`src/rtl/axi_sram_slave.sv`:
```
// AXI3 slave serving one burst at a time from a synchronous single-port SRAM.
// Reads take two cycles per beat (request, then data); writes go straight to the SRAM
// on each accepted W beat. Responses are always OKAY.
module axi_sram_slave #(
  parameter int unsigned ADDR_W     = 16,
  parameter bit          READ_FIRST = 1'b1
) (
  input  logic              aclk_i,
  input  logic              aresetn_i,
  // read address
  input  logic [3:0]        arid_i,
  input  logic [31:0]       araddr_i,
  input  logic [7:0]        arlen_i,
  input  logic [2:0]        arsize_i,
  input  logic [1:0]        arburst_i,
  input  logic              arvalid_i,
  output logic              arready_o,
  // read data
  output logic [3:0]        rid_o,
  output logic [31:0]       rdata_o,
  output logic [1:0]        rresp_o,
  output logic              rlast_o,
  output logic              rvalid_o,
  input  logic              rready_i,
  // write address
  input  logic [3:0]        awid_i,
  input  logic [31:0]       awaddr_i,
  input  logic [7:0]        awlen_i,
  input  logic [2:0]        awsize_i,
  input  logic [1:0]        awburst_i,
  input  logic              awvalid_i,
  output logic              awready_o,
  // write data
  input  logic [3:0]        wid_i,
  input  logic [31:0]       wdata_i,
  input  logic [3:0]        wstrb_i,
  input  logic              wlast_i,
  input  logic              wvalid_i,
  output logic              wready_o,
  // write response
  output logic [3:0]        bid_o,
  output logic [1:0]        bresp_o,
  output logic              bvalid_o,
  input  logic              bready_i,
  // SRAM
  output logic              ram_en_o,
  output logic [3:0]        ram_we_o,
  output logic [ADDR_W-1:0] ram_addr_o,
  output logic [31:0]       ram_wdata_o,
  input  logic [31:0]       ram_rdata_i
);

  localparam logic [2:0] ST_IDLE   = 3'd0;
  localparam logic [2:0] ST_R_REQ  = 3'd1;
  localparam logic [2:0] ST_R_DATA = 3'd2;
  localparam logic [2:0] ST_W_DATA = 3'd3;
  localparam logic [2:0] ST_B_RESP = 3'd4;

  logic [2:0]  state_q, state_d;
  logic [3:0]  id_q, id_d;
  logic [31:0] addr_q, addr_d;
  logic [7:0]  len_q, len_d;
  logic [7:0]  cnt_q, cnt_d;
  logic [2:0]  size_q, size_d;
  logic [1:0]  burst_q, burst_d;
  logic [31:0] rdata_q;
  logic        rd_first_q;

  logic        st_idle;
  logic        ar_hs;
  logic        aw_hs;
  logic        w_beat;
  logic        beat_last;
  logic [31:0] addr_next;

  // Beat ordering is counted locally; the master's wlast and wid carry no information here.
  logic unused_w;
  assign unused_w = ^{wid_i, wlast_i};

  assign st_idle   = (state_q == ST_IDLE);
  // Readies are gated by reset so that every handshake output reads 0 while reset is held.
  assign arready_o = aresetn_i & st_idle & (READ_FIRST | ~awvalid_i);
  assign awready_o = aresetn_i & st_idle & (~READ_FIRST | ~arvalid_i);
  assign ar_hs     = arvalid_i & arready_o;
  assign aw_hs     = awvalid_i & awready_o;
  assign w_beat    = (state_q == ST_W_DATA) & wvalid_i;
  assign beat_last = (cnt_q == len_q);
  // FIXED holds the address; INCR, WRAP and reserved encodings all step by the beat size.
  assign addr_next = (burst_q == 2'b00) ? addr_q : addr_q + (32'd1 << size_q);

  // Next-state and burst bookkeeping.
  always_comb begin
    state_d = state_q;
    id_d    = id_q;
    addr_d  = addr_q;
    len_d   = len_q;
    cnt_d   = cnt_q;
    size_d  = size_q;
    burst_d = burst_q;
    case (state_q)
      ST_IDLE: begin
        if (ar_hs) begin
          state_d = ST_R_REQ;
          id_d    = arid_i;
          addr_d  = araddr_i;
          len_d   = arlen_i;
          size_d  = arsize_i;
          burst_d = arburst_i;
          cnt_d   = 8'd0;
        end else if (aw_hs) begin
          state_d = ST_W_DATA;
          id_d    = awid_i;
          addr_d  = awaddr_i;
          len_d   = awlen_i;
          size_d  = awsize_i;
          burst_d = awburst_i;
          cnt_d   = 8'd0;
        end
      end
      ST_R_REQ: state_d = ST_R_DATA;
      ST_R_DATA: begin
        if (rready_i) begin
          if (beat_last) begin
            state_d = ST_IDLE;
          end else begin
            state_d = ST_R_REQ;
            cnt_d   = cnt_q + 8'd1;
            addr_d  = addr_next;
          end
        end
      end
      ST_W_DATA: begin
        if (wvalid_i) begin
          if (beat_last) begin
            state_d = ST_B_RESP;
          end else begin
            cnt_d  = cnt_q + 8'd1;
            addr_d = addr_next;
          end
        end
      end
      ST_B_RESP: begin
        if (bready_i) state_d = ST_IDLE;
      end
      default: state_d = ST_IDLE;
    endcase
  end

  // FSM and burst state registers.
  always_ff @(posedge aclk_i or negedge aresetn_i) begin
    if (!aresetn_i) begin
      state_q <= ST_IDLE;
      id_q    <= 4'd0;
      addr_q  <= 32'd0;
      len_q   <= 8'd0;
      cnt_q   <= 8'd0;
      size_q  <= 3'd0;
      burst_q <= 2'b00;
    end else begin
      state_q <= state_d;
      id_q    <= id_d;
      addr_q  <= addr_d;
      len_q   <= len_d;
      cnt_q   <= cnt_d;
      size_q  <= size_d;
      burst_q <= burst_d;
    end
  end

  // Capture SRAM data in the first R_DATA cycle so it holds while rready is low.
  always_ff @(posedge aclk_i or negedge aresetn_i) begin
    if (!aresetn_i) begin
      rd_first_q <= 1'b0;
      rdata_q    <= 32'd0;
    end else begin
      rd_first_q <= (state_q == ST_R_REQ);
      if (rd_first_q) rdata_q <= ram_rdata_i;
    end
  end

  // The SRAM output is only valid in the first data cycle, so pass it through there.
  assign rdata_o     = rd_first_q ? ram_rdata_i : rdata_q;
  assign rvalid_o    = (state_q == ST_R_DATA);
  assign rlast_o     = rvalid_o & beat_last;
  assign rid_o       = id_q;
  assign rresp_o     = 2'b00;
  assign wready_o    = (state_q == ST_W_DATA);
  assign bvalid_o    = (state_q == ST_B_RESP);
  assign bid_o       = id_q;
  assign bresp_o     = 2'b00;
  assign ram_en_o    = (state_q == ST_R_REQ) | w_beat;
  assign ram_we_o    = w_beat ? wstrb_i : 4'b0000;
  assign ram_addr_o  = addr_q[ADDR_W+1:2];
  assign ram_wdata_o = w_beat ? wdata_i : 32'd0;

endmodule

```
`config.mk`:
```
export PLATFORM = sky130hd
export DESIGN_NAME = axi_sram_slave
export DESIGN_NICKNAME = d
export VERILOG_FILES = /design/src/rtl/axi_sram_slave.sv
export SDC_FILE = /design/constraint.sdc
export NUM_CORES = 1
export LEC_CHECK = 0
export ABC_AREA = 1
export ABC_CLOCK_PERIOD_IN_PS = 6200
export BUFFER_PORTS_ARGS = -buffer_cell sky130_fd_sc_hd__buf_2
export CAP_MARGIN = 20
export CORE_MARGIN = 2
export CORE_UTILIZATION = 32
export CTS_BUF_LIST = sky130_fd_sc_hd__clkbuf_8
export CTS_CLUSTER_SIZE = 8
export DETAILED_ROUTE_END_ITERATION = 8
export PLACE_DENSITY = 0.68
export SETUP_SLACK_MARGIN = 0.05
export SYNTH_ARGS = -nofsm -noshare
export SYNTH_HDL_FRONTEND = slang
export SYNTH_SLANG_ARGS = --single-unit
export TNS_END_PERCENT = 20
```
`constraint.sdc`:
```
create_clock -name aclk_i -period 6.2 [get_ports aclk_i]
set_input_delay 1.86 -clock aclk_i [delete_from_list [all_inputs] [get_ports aclk_i]]
set_output_delay 1.86 -clock aclk_i [all_outputs]
set_load 0.01 [all_outputs]
```
==> run summary <==
most numerous cell on the critical path -> buf_2
CTS tree -> done
Overall Power -> 3.00 mW
Initial DRC Count -> 233
design area -> 0.00657 mm^2
slowest cell on the critical path -> buf_4
post-layout util -> 0.417
Top delay family on crit path -> buffers and inverters
Resized cells post-CTS -> 0
Final min period -> 4.52 ns
Fin Setup TNS -> 0 ns
Core Area -> 0.0158 mm^2
number of setup buffers added after CTS -> 0
total placed instance area -> 0.00638 mm^2
synth top area cells -> dfrtp_1 39%, nand2_1 13%, inv_1 7.2%, mux2_2 7.0%, nor2_1 6.9%
FF-to-FF Start -> state_q[2]$_DFFE_PN0P_
Setup violations, final -> 0
area leader, netlist -> dfrtp_1
DR pass1 iterations -> 4
# IOs -> 281
CTS max path bufs -> 2
DP HPWL -> 11.4 mm
fillcell total -> 1686
skew final -> 0.0123 ns
worst vdd ir -> 0.000153 V
status -> completed
PortBufs -> 243
GP Congestion -> 0.886
worst rel slew slack -> 0.356
row count -> 46
Mean Syn Cell Area -> 7.27 um^2
#FFs+latches synth -> 79
clk sinks -> 79
Post-Syn Area -> 0.00513 mm^2
die area -> 0.0171 mm^2
ys flop type -> dfrtp_1
Post-synth ARST share -> 1.00
Hold Crit Depth -> 1
gr usage total -> 0.172
initial core utilization -> 0.325
EDFF count, synth -> 0
critical-path cell list -> buf_2 -> nand2_1 -> buf_4 -> nor2_1 -> buf_2
synth warn -> 0
antenna violations before repair -> 0
final worst path period share -> 0.729
Worst EP arrival -> 2.66 ns
clock slew at reported path FFs -> 0.09 ns
slowest stage delay, CP -> 0.32 ns
WS Path Type -> primary input to output port
share of cells above drive strength 1 -> 0.330
min-delay src -> state_q[2]$_DFFE_PN0P_
CP startpoint kind -> primary input
Seq/Total Area, Yosys -> 0.385
Hold Vio Cnt, Final -> 0
top cell type's share of synthesized area -> 0.385
critical path depth in cells -> 5
pin count of the biggest net entering global routing -> 47
max_cap viols -> 0
Die Ht -> 131 um
CP max FO -> 37
# hold bufs at CTS -> 0
DRC -> 0
RSZ-0062 raised after global routing -> false
post-route ant nets -> 0
number of diodes -> 0
CTS Buf Count -> 9
Layout area overhead -> 28.1%
Critical Path Sink Type -> output port
leak pwr -> 3.73 nW
post-synth cell types -> 38
reg2reg path depth -> 8
worst min-delay path category -> flop to flop
Critical Path RT -> 4.34 ns
Critical path origin -> wvalid_i
latest clock arrival within the worst-skew pair -> 0.36 ns
DR WL/cell -> 13.1 um
Die W -> 131 um
Via density -> 4.44
number of global-route vias before repair -> 4542
fmax -> 221 MHz
vias -> 5075
htree depth -> 3
Routed WL -> 15.0 mm
fin nets -> 1109
Power Density -> 457 mW/mm^2
grt ovf -> 0
first-pass GRT wire length -> 22.7 mm
Final Max Slew Viols -> 0
clock root buffer -> clkbuf_8
actual slew at the worst max-slew pin -> 0.963 ns
Buf/Inv on CP -> 3
synthesized instance count -> 705
[cell type report]
class / count / area [um^2] / area share
clock inverters: 4 / 21.3 / 0.00324
clock buffers: 12 / 165 / 0.0251
well taps: 216 / 270 / 0.0411
flip-flops and latches: 79 / 1980 / 0.301
multi-input cells: 482 / 2500 / 0.380
inverters: 100 / 375 / 0.0571
repair buffers: 249 / 1260 / 0.192
[logic make-up after synthesis]
logic type,after synthesis,share of synthesized area
AO/OA/AOI/OAI,93,0.0995
XOR/XNOR,7,0.0120
adder cells (fa/ha/maj),10,0.0259
buffers and inverters,147,0.130
flip-flops,79,0.385
multiplexers,33,0.0722
other,1,0.000731
AND/OR/NAND/NOR,335,0.274
[path summary, 6_finish.rpt]
check	endpoint	slack [ns]
max	ram_wdata_o[29]	1.68
min	rd_first_q$_DFF_PN0_	0.50
max reg2reg	addr_q[1]$_DFFE_PN0P_	3.20
min reg2reg	rd_first_q$_DFF_PN0_	0.50
max in group asynchronous	rdata_q[6]$_DFF_PN0_	3.61
min in group asynchronous	addr_q[0]$_DFFE_PN0P_	1.57
[registers in the layout, indices dropped and copies added, names as in the netlist]
name / cells
len_q: 8
addr_q: 18
state_q: 3
size_q: 3
bid_o: 4
burst_q: 2
cnt_q: 8
rdata_q: 32
rd_first_q: 1
[per-layer routing]
| layer | wire length [um] | track usage | vias to the layer above | share of wire |
|---|---|---|---|---|
| met5 | 0 | 0 | - | 0 |
| met4 | 293 | 0.0576 | 0 | 0.020 |
| met3 | 590 | 0.0305 | 17 | 0.039 |
| met2 | 7270 | 0.283 | 132 | 0.49 |
| met1 | 6840 | 0.229 | 2295 | 0.46 |
| li1 | - | - | 2631 | - |
[placed cells by master (no fill, tap or decap), types with 2 or more instances in the layout]
cell type | netlist | routed
nor2_8 | 2 | 2
buf_4 | 26 | 7
xor2_1 | 5 | 5
nor3_1 | 15 | 15
clkbuf_8 | 0 | 12
nand2_2 | 2 | 2
o21a_1 | 2 | 2
nand4_1 | 6 | 6
nand2_1 | 173 | 173
o22ai_1 | 12 | 12
xnor2_1 | 2 | 2
nand3_1 | 34 | 34
a21oi_1 | 12 | 12
mux2_2 | 32 | 32
or2_2 | 2 | 2
conb_1 | 1 | 4
ha_1 | 9 | 9
inv_1 | 98 | 100
buf_2 | 7 | 242
dfrtp_1 | 79 | 79
o21ai_0 | 63 | 63
nand3b_1 | 2 | 2
nor2_1 | 94 | 94
[synthesized netlist by cell type (2+ instances only)]
cell type and instances:
nor2_8 2, xnor2_1 2, inv_1 98, ha_1 9, nand3_1 34, or2_2 2, xor2_1 5, buf_1 3
clkbuf_1 10, nor2_1 94, o21ai_0 63, nand2_1 173, dfrtp_1 79, buf_2 7, nand4_1 6, nand2_2 2
nor3_1 15, mux2_2 32, buf_4 26, o21a_1 2, o22ai_1 12, a21oi_1 12, nand3b_1 2
[stage by stage]
stage	hold WS (ns)	std cells	setup WS [ns]
3_3_place_gp	0.447	1126	1.70
5_1_grt	0.513	1142	1.63
2_1_floorplan	0.432	708	1.86
3_5_place_dp	0.465	1126	1.68
6_report	0.495	1142	1.68
4_1_cts	0.495	1142	1.68
[where the power goes]
group | leakage [nW] | internal, mW | switching (mW)
clock network | 0.105 | 0.176 | 0.196
logic | 2.65 | 0.654 | 1.07
registers | 0.974 | 0.755 | 0.151
total | 3.73 | 1.59 | 1.42
Note: power is estimated with default switching activity, not from simulation.
